===== src/rtl/axi_lite_pkg.sv =====
// rtl/axi_lite_pkg.sv - shared AXI-Lite response codes and bridge state encoding
package axi_lite_pkg;

    localparam logic [1:0] AXI_RESP_OKAY   = 2'b00;
    localparam logic [1:0] AXI_RESP_EXOKAY = 2'b01;
    localparam logic [1:0] AXI_RESP_SLVERR = 2'b10;
    localparam logic [1:0] AXI_RESP_DECERR = 2'b11;

    typedef enum logic [2:0] {
        ST_IDLE    = 3'd0,
        ST_WR_REQ  = 3'd1,
        ST_WR_RESP = 3'd2,
        ST_RD_REQ  = 3'd3,
        ST_RD_RESP = 3'd4
    } bridge_state_e;

    // SLVERR and DECERR are reported to the core as a single error flag.
    function automatic logic resp_is_err(input logic [1:0] resp);
        return (resp == AXI_RESP_SLVERR) || (resp == AXI_RESP_DECERR);
    endfunction

endpackage


===== src/rtl/axi_lite_master_bridge.sv =====
// rtl/axi_lite_master_bridge.sv - single-outstanding core request port to AXI4-Lite initiator
//
// Ports:
//   clk, resetn                 clock, asynchronous active-low reset
//   i_req_* / o_req_ready       core request (valid/ready, we, addr, wdata, wstrb)
//   o_rsp_*                     one-cycle completion pulse with read data and error flag
//   o_axi_aw* / i_axi_awready   write address channel
//   o_axi_w*  / i_axi_wready    write data channel
//   i_axi_b*  / o_axi_bready    write response channel
//   o_axi_ar* / i_axi_arready   read address channel
//   i_axi_r*  / o_axi_rready    read data channel
// Every output comes straight from a flop.
module axi_lite_master_bridge
    import axi_lite_pkg::*;
#(
    parameter int ADDR_WIDTH = 32,
    parameter int DATA_WIDTH = 32
) (
    input  logic                    clk,
    input  logic                    resetn,

    input  logic                    i_req_valid,
    output logic                    o_req_ready,
    input  logic                    i_req_we,
    input  logic [ADDR_WIDTH-1:0]   i_req_addr,
    input  logic [DATA_WIDTH-1:0]   i_req_wdata,
    input  logic [DATA_WIDTH/8-1:0] i_req_wstrb,

    output logic                    o_rsp_valid,
    output logic [DATA_WIDTH-1:0]   o_rsp_rdata,
    output logic                    o_rsp_err,

    output logic [ADDR_WIDTH-1:0]   o_axi_awaddr,
    output logic                    o_axi_awvalid,
    input  logic                    i_axi_awready,

    output logic [DATA_WIDTH-1:0]   o_axi_wdata,
    output logic [DATA_WIDTH/8-1:0] o_axi_wstrb,
    output logic                    o_axi_wvalid,
    input  logic                    i_axi_wready,

    input  logic [1:0]              i_axi_bresp,
    input  logic                    i_axi_bvalid,
    output logic                    o_axi_bready,

    output logic [ADDR_WIDTH-1:0]   o_axi_araddr,
    output logic                    o_axi_arvalid,
    input  logic                    i_axi_arready,

    input  logic [DATA_WIDTH-1:0]   i_axi_rdata,
    input  logic [1:0]              i_axi_rresp,
    input  logic                    i_axi_rvalid,
    output logic                    o_axi_rready
);

    bridge_state_e             state_q, state_d;
    logic                      req_ready_q, req_ready_d;
    logic                      awvalid_q, awvalid_d;
    logic                      wvalid_q, wvalid_d;
    logic                      arvalid_q, arvalid_d;
    logic                      bready_q, bready_d;
    logic                      rready_q, rready_d;
    logic                      aw_done_q, aw_done_d;
    logic                      w_done_q, w_done_d;
    logic [ADDR_WIDTH-1:0]     awaddr_q, awaddr_d;
    logic [ADDR_WIDTH-1:0]     araddr_q, araddr_d;
    logic [DATA_WIDTH-1:0]     wdata_q, wdata_d;
    logic [DATA_WIDTH/8-1:0]   wstrb_q, wstrb_d;
    logic                      rsp_valid_q, rsp_valid_d;
    logic [DATA_WIDTH-1:0]     rsp_rdata_q, rsp_rdata_d;
    logic                      rsp_err_q, rsp_err_d;

    always_comb begin
        state_d     = state_q;
        awvalid_d   = awvalid_q;
        wvalid_d    = wvalid_q;
        arvalid_d   = arvalid_q;
        aw_done_d   = aw_done_q;
        w_done_d    = w_done_q;
        awaddr_d    = awaddr_q;
        araddr_d    = araddr_q;
        wdata_d     = wdata_q;
        wstrb_d     = wstrb_q;
        rsp_valid_d = 1'b0;
        rsp_rdata_d = rsp_rdata_q;
        rsp_err_d   = rsp_err_q;

        case (state_q)
            ST_IDLE: begin
                // req_ready_q guards the first cycle after reset, when the
                // state is already IDLE but the core has not seen ready yet.
                if (req_ready_q && i_req_valid) begin
                    if (i_req_we) begin
                        awaddr_d  = i_req_addr;
                        wdata_d   = i_req_wdata;
                        wstrb_d   = i_req_wstrb;
                        awvalid_d = 1'b1;
                        wvalid_d  = 1'b1;
                        aw_done_d = 1'b0;
                        w_done_d  = 1'b0;
                        state_d   = ST_WR_REQ;
                    end else begin
                        araddr_d  = i_req_addr;
                        arvalid_d = 1'b1;
                        state_d   = ST_RD_REQ;
                    end
                end
            end
            ST_WR_REQ: begin
                // AW and W complete independently, in either order or together.
                if (awvalid_q && i_axi_awready) begin
                    awvalid_d = 1'b0;
                    aw_done_d = 1'b1;
                end
                if (wvalid_q && i_axi_wready) begin
                    wvalid_d = 1'b0;
                    w_done_d = 1'b1;
                end
                if (aw_done_d && w_done_d) begin
                    state_d = ST_WR_RESP;
                end
            end
            ST_WR_RESP: begin
                if (i_axi_bvalid) begin
                    rsp_valid_d = 1'b1;
                    rsp_err_d   = resp_is_err(i_axi_bresp);
                    state_d     = ST_IDLE;
                end
            end
            ST_RD_REQ: begin
                if (i_axi_arready) begin
                    arvalid_d = 1'b0;
                    state_d   = ST_RD_RESP;
                end
            end
            ST_RD_RESP: begin
                if (i_axi_rvalid) begin
                    rsp_valid_d = 1'b1;
                    rsp_rdata_d = i_axi_rdata;
                    rsp_err_d   = resp_is_err(i_axi_rresp);
                    state_d     = ST_IDLE;
                end
            end
            default: begin
                state_d = ST_IDLE;
            end
        endcase

        // Decoded from the next state so ready/bready/rready are registered
        // yet line up with the state they describe; ready returns in the
        // same cycle as the response pulse.
        req_ready_d = (state_d == ST_IDLE);
        bready_d    = (state_d == ST_WR_RESP);
        rready_d    = (state_d == ST_RD_RESP);
    end

    always_ff @(posedge clk or negedge resetn) begin
        if (!resetn) begin
            state_q     <= ST_IDLE;
            req_ready_q <= 1'b0;
            awvalid_q   <= 1'b0;
            wvalid_q    <= 1'b0;
            arvalid_q   <= 1'b0;
            bready_q    <= 1'b0;
            rready_q    <= 1'b0;
            aw_done_q   <= 1'b0;
            w_done_q    <= 1'b0;
            awaddr_q    <= '0;
            araddr_q    <= '0;
            wdata_q     <= '0;
            wstrb_q     <= '0;
            rsp_valid_q <= 1'b0;
            rsp_rdata_q <= '0;
            rsp_err_q   <= 1'b0;
        end else begin
            state_q     <= state_d;
            req_ready_q <= req_ready_d;
            awvalid_q   <= awvalid_d;
            wvalid_q    <= wvalid_d;
            arvalid_q   <= arvalid_d;
            bready_q    <= bready_d;
            rready_q    <= rready_d;
            aw_done_q   <= aw_done_d;
            w_done_q    <= w_done_d;
            awaddr_q    <= awaddr_d;
            araddr_q    <= araddr_d;
            wdata_q     <= wdata_d;
            wstrb_q     <= wstrb_d;
            rsp_valid_q <= rsp_valid_d;
            rsp_rdata_q <= rsp_rdata_d;
            rsp_err_q   <= rsp_err_d;
        end
    end

    assign o_req_ready   = req_ready_q;
    assign o_rsp_valid   = rsp_valid_q;
    assign o_rsp_rdata   = rsp_rdata_q;
    assign o_rsp_err     = rsp_err_q;
    assign o_axi_awaddr  = awaddr_q;
    assign o_axi_awvalid = awvalid_q;
    assign o_axi_wdata   = wdata_q;
    assign o_axi_wstrb   = wstrb_q;
    assign o_axi_wvalid  = wvalid_q;
    assign o_axi_bready  = bready_q;
    assign o_axi_araddr  = araddr_q;
    assign o_axi_arvalid = arvalid_q;
    assign o_axi_rready  = rready_q;

endmodule


===== config.mk =====
export PLATFORM = sky130hd
export DESIGN_NAME = axi_lite_master_bridge
export DESIGN_NICKNAME = d
export VERILOG_FILES = /design/src/rtl/axi_lite_pkg.sv /design/src/rtl/axi_lite_master_bridge.sv
export SDC_FILE = /design/constraint.sdc
export NUM_CORES = 1
export LEC_CHECK = 0
export ABC_CLOCK_PERIOD_IN_PS = 3100
export CAP_MARGIN = 30
export CORE_MARGIN = 2
export CORE_UTILIZATION = 44
export DETAILED_ROUTE_END_ITERATION = 16
export PLACE_DENSITY_LB_ADDON = 0.15
export SYNTH_ARGS = -nofsm -noshare
export SYNTH_HDL_FRONTEND = slang
export SYNTH_SLANG_ARGS = --single-unit
export TNS_END_PERCENT = 1

===== constraint.sdc =====
create_clock -name clk -period 3.1 [get_ports clk]
set_input_delay 0.31 -clock clk [delete_from_list [all_inputs] [get_ports clk]]
set_output_delay 0.31 -clock clk [all_outputs]
set_load 0.03 [all_outputs]

==> flow_metrics.tcl, run 1 <==
set metrics [dict create \
    die-width_um 116 \
    layout_min_cycle_time_ns 1.92 \
    fmax_ghz 0.521 \
    nets 704 \
    report.final.slew_viol_count 0 \
    hold_viol 0 \
    final_cell_mix "clkdlybuf4s50_1, dfrtp_1, mux2_2" \
    crit_buf_inv 1 \
    tightest_slew_ns 0.729 \
    critical-path-max-stage-delay_ns 0.74 \
    netlist_area_mm2 0.00548 \
    finalSetupViolations 0 \
    cts_resized 0 \
    placed_cells 739 \
    ctsRootBufferMaster "clkbuf_16" \
    crit_chain "clkdlybuf4s50_1" \
    cts_max_level 4 \
    crit_type "register to output pin" \
    pin_count 253 \
    wl_per_cell_um 17.9 \
    crit_fanout 5 \
    cts_tree "yes" \
    area.growth.synth_to_final_pct 60.1 \
    fin_crit_sh 0.620 \
    postRouteAntennaNets 0 \
    clock_latency_ns 0.41 \
    grt_max_degree 81 \
    slowest_stage "clkdlybuf4s50_1" \
    place_area_mm2 0.00817 \
    async_reset_ff_frac 1.00 \
    slew_headroom 0.514 \
    fillers 828 \
    start_kind "register" \
    hpwl_um 10200 \
    peakVddDrop_mv 0.723 \
    worstHoldPathType "register to register" \
    grt_pass1_vias 4034 \
    die_area_mm2 0.0134 \
    synth-seq-cells 145 \
    finalClockSkew_ns 0.00405 \
    clk_pin_slew_ns 0.06 \
    yosysWarnings 0 \
    drt_wl_total_um 13900 \
    die_height_um 116 \
    antenna_found_initial 0 \
    antenna_cells 0 \
    cts_max_path_buffers 2 \
    drive_gt1_frac 0.283 \
    powerDensity_mw_per_mm2 1210 \
    yosysUniqueCellTypes 26 \
    numPortBuffers 250 \
    drt_pass1_iterations 4 \
    finalSetupTns_ns 0 \
    vias_per_cell 4.88 \
    run_status "finished, final reports clean" \
    initial_core_util 0.454 \
    worst-endpoint-required_ns 2.79 \
    rsz0062_at_grt "no" \
    end_kind "output pin" \
    arrival_ns 1.61 \
    synth-edff-count 0 \
    design_area_mm2 0.00877 \
    yosysSeqAreaShare 0.662 \
    coreArea_mm2 0.0121 \
    grtUsageTotal 0.211 \
    cts_made_buffers 17 \
    num_vias 3769 \
    grt_pass1_wl_um 21300 \
    drc 0 \
    clock_sinks 145 \
    rows 40 \
    syn_inst 330 \
    dr.first_iter.drc_count 105 \
    syn-num-nets 443 \
    place.gp.congestion 0.742 \
    synthFlopType "dfrtp_1" \
    critPathTopFamily "buffers and inverters" \
    overflow 0 \
    final_cells 772 \
    syn_area_per_cell_um2 16.6 \
    max_cap_violations 0 \
    leakage_nw 3.75 \
    layout_commonest_cell "clkdlybuf4s50_1" \
]
-- state kept, by name, indices dropped and copies added, names as in the netlist --
register	cells
o_axi_bready	1
o_axi_awaddr	32
aw_done_q	1
o_axi_wdata	32
o_rsp_rdata	32
o_axi_rready	1
o_axi_awvalid	1
o_req_ready	1
o_axi_arvalid	1
o_axi_wstrb	4
o_rsp_valid	1
o_rsp_err	1
o_axi_araddr	32
state_q	3
o_axi_wvalid	1
w_done_q	1
-- synthesized netlist by cell type (2+ instances only) --
cell type    n  area, um2
a32o_1       2       20.0
inv_1        2       7.51
o41ai_1      3       26.3
mux2_2     131       1480
nor3b_1      2       15.0
a21oi_1      3       15.0
dfrtp_1    145       3630
buf_4        4       30.0
a31oi_1      2       12.5
buf_2       11       55.1
nand3_1      3       15.0
nand3b_1     2       15.0
mux2_1       3       33.8
nand2_1      5       18.8
-- layout make-up --
| type | count | area [um2] | share of cell area |
|---|---|---|---|
| sequential | 145 | 3630 | 0.414 |
| timing repair buffer | 258 | 2570 | 0.293 |
| clock inverter | 4 | 70.1 | 0.00799 |
| clock buffer | 28 | 527 | 0.0600 |
| tap | 168 | 210 | 0.0240 |
| multi-input combinational | 167 | 1760 | 0.201 |
| inverter | 2 | 7.51 | 0.000856 |
-- where the power goes --
group,total (W),internal (W),switching [W]
clock,0.00203,0.00131,0.000717
combinational,0.00523,0.00243,0.00280
sequential,0.00335,0.00283,0.000513
-- through the flow --
step / setup WS (ns) / util / total power (W) / hold slack, ns
6_report: 1.18 / 0.727 / 0.0106 / 0.483
5_1_grt: 1.03 / 0.727 / 0.0111 / 0.507
4_1_cts: 1.15 / 0.727 / 0.0107 / 0.492
3_5_place_dp: 1.03 / 0.677 / 0.00865 / 0.403
3_3_place_gp: 1.08 / 0.677 / 0.00849 / 0.388
2_1_floorplan: 1.40 / - / 0.00624 / 0.0144
-- cell families after synthesis --
kind of cell	synth area share
mux	0.277
compound gates	0.0162
simple gates	0.0269
buf+inv	0.0176
flops	0.662
-- path summary, 6_finish.rpt --
kind,startpoint,end,slack [ns],cells past startpoint
setup / recovery,o_req_ready,o_req_ready,1.18,1
hold / removal,o_axi_arvalid,o_axi_arvalid,0.48,2
setup reg to reg,state_q[0],o_axi_bready,1.21,3
hold reg to reg,o_axi_arvalid,o_axi_arvalid,0.48,2
max in group asynchronous,resetn,o_axi_wdata[6],1.75,3
min in group asynchronous,resetn,o_rsp_rdata[22],0.50,2
-- per-layer routing --
metal  up-vias  track usage  part of all wire
met5         -            0                 0
met4         0       0.0811             0.021
met3        23       0.0826             0.085
met2       163        0.364              0.51
met1      1880        0.237              0.38
li1       1703            -                 -
-- repair_timing --
item	CTS	global route
hold buffers	1	0
buffers inserted	0	0
endpoints found under the setup margin	0	0
hold endpoints to repair	77	0
(Power assumes the default switching activity.)
==> run 2: changes to the inputs <==
--- a/config.mk
+++ b/config.mk
@@ -5,10 +5,10 @@
 export SDC_FILE = /design/constraint.sdc
 export NUM_CORES = 1
 export LEC_CHECK = 0
-export ABC_CLOCK_PERIOD_IN_PS = 3100
+export ABC_CLOCK_PERIOD_IN_PS = 1600
 export CAP_MARGIN = 30
 export CORE_MARGIN = 2
-export CORE_UTILIZATION = 44
+export CORE_UTILIZATION = 37
 export DETAILED_ROUTE_END_ITERATION = 16
 export PLACE_DENSITY_LB_ADDON = 0.15
 export SYNTH_ARGS = -nofsm -noshare
==> constraint.sdc (replaced) <==
create_clock -name clk -period 1.6 [get_ports clk]
set_input_delay 0.16 -clock clk [delete_from_list [all_inputs] [get_ports clk]]
set_output_delay 0.16 -clock clk [all_outputs]
set_load 0.03 [all_outputs]
==> run 2 against run 1 <==
The run now ends with setup timing left. Non-clock buffer count rose by 11. Critical path depth rose by 4. Total power increased by 82%. Cell count up 3.5%. Wire length is 1.2% lower. Clock-buffer cell count shrank 6. Sequential power increased by 91%. First-iteration DRC count up 9.5%.
==> flow_metrics.tcl, run 2 (synthesis gave the netlist of run 1 again) <==
set metrics [dict create \
    max_cap_violations 0 \
    cts_max_level 4 \
    slew_headroom 0.647 \
    worst-endpoint-required_ns 1.89 \
    wl_per_cell_um 17.1 \
    fmax_ghz 0.609 \
    place.gp.congestion 0.803 \
    r2r_start "state_q[0]" \
    initial_core_util 0.378 \
    overflow 0 \
    coreArea_mm2 0.0145 \
    cts_made_buffers 17 \
    run_status "finished, violations left" \
    clock_sinks 145 \
    holdWs_ns 0.205 \
    setup.worst_path.start "state_q[0]" \
    grt_pass1_vias 4116 \
    arrival_ns 1.93 \
    tightest_slew_ns 0.523 \
    antenna_cells 0 \
    r2r_cells 5 \
    layout_min_cycle_time_ns 1.64 \
    worstHoldPathType "input pin to asynchronous set/reset pin" \
    report.final.slew_viol_count 0 \
    drc 0 \
    cts_tree "yes" \
    ctsRootBufferMaster "clkbuf_16" \
    grt_pass1_wl_um 21800 \
    crit_type "register to register" \
    pin_count 253 \
    die_area_mm2 0.0158 \
    violations "setup timing" \
    postRouteAntennaNets 0 \
    hold_viol 0 \
    powerDensity_mw_per_mm2 2180 \
    dr.first_iter.drc_count 115 \
    total_power_w 0.0193 \
    vias_per_cell 4.71 \
    grtUsageTotal 0.177 \
    rows 44 \
    cts_max_path_buffers 2 \
    drt_wl_total_um 13700 \
    nets 715 \
    crit_fanout 31 \
    drt_pass1_iterations 3 \
    final_cell_mix "dfrtp_1, mux2_2, dlygate4sd2_1" \
    die_height_um 126 \
    area.growth.synth_to_final_pct 61.6 \
    grt_max_degree 66 \
    finalSetupTns_ns -1.02 \
    layout_commonest_cell "dfrtp_1" \
    finalClockSkew_ns 0.00622 \
    clk_pin_slew_ns 0.05 \
    start_kind "register" \
    rsz0062_at_grt "yes" \
    hpwl_um 10100 \
    leakage_nw 4.28 \
    fin_crit_sh 1.03 \
    numPortBuffers 250 \
    clock_latency_ns 0.41 \
    fillers 1166 \
    drive_gt1_frac 0.309 \
    antenna_found_initial 0 \
    finalSetupViolations 50 \
    die-width_um 126 \
    end_kind "register" \
    peakVddDrop_mv 1.12 \
    fin_ws_ns -0.0426 \
    num_vias 3765 \
]
run 2: changes by cell type in the layout (fill, tap and decap cells not counted), moves of 3 or more:
cell             change
dlygate4sd2_1      +124
clkinvlp_4           +3
clkdlybuf4s50_1    -139
buf_12               +8
dlymetal6s2s_1      +15
clkbuf_8             -5
buf_4                +3
run 2: report_power, final:
part	internal [W]	leakage, nW	switching [W]	total (W)
registers	0.00549	1.76	0.000896	0.00639
logic	0.00375	2.25	0.00544	0.00920
clock network	0.00232	0.270	0.00142	0.00375
run 2: worst max-delay path: stages (launching register included):
cell and delay (ns):
dfrtp_2 0.44, nor4b_4 0.26, buf_4 0.18, nand3_4 0.13
buf_12 0.21, mux2_2 0.28
run 2: layout make-up:
cell class	count	area (um2)	area share
tap	184	230	0.0260
clock buffer	22	454	0.0513
timing repair buffer	269	2630	0.297
clock inverter	10	111	0.0126
multi-input combinational	167	1790	0.202
sequential	145	3630	0.410
inverter	2	7.51	0.000848
run 2: metal layers:
| layer | part of all wire | vias to the layer above | track usage | wire length [um] |
|---|---|---|---|---|
| met3 | 0.084 | 24 | 0.0680 | 1150 |
| li1 | - | 1724 | - | - |
| met4 | 0.027 | 0 | 0.0817 | 372 |
| met5 | 0 | - | 0 | 0 |
| met1 | 0.41 | 1850 | 0.205 | 5570 |
| met2 | 0.48 | 167 | 0.291 | 6590 |
run 2: final timing paths:
path	slack (ns)	endpoint
max in group asynchronous	0.74	state_q[0]
min	0.20	o_rsp_rdata[26]
min reg2reg	0.48	o_rsp_rdata[6]
max reg2reg	-0.04	o_axi_awaddr[10]
min in group clk	0.36	o_axi_wstrb[1]
max	-0.04	o_axi_awaddr[10]
run 2: timing repair:
action                                  in CTS  in global routing
hold buffers                                 1                  0
resized for setup                          125                 21
pin swaps                                    1                  1
buffers inserted                             0                  1
endpoints found under the setup margin     259                146
endpoints found under the hold margin       80                  0
run 2: per-stage QoR:
stage | setup slack (ns) | utilization | instance area, um2 | std cells
final | -0.0426 | 0.612 | 8860 | 799
after global routing | -0.111 | 0.612 | 8860 | 799
after CTS | -0.0842 | 0.607 | 8790 | 798
after detailed placement | -0.170 | 0.578 | 8370 | 765
after global placement | -0.153 | 0.578 | 8370 | 765
after floorplan | -0.0535 | - | 5490 | 330
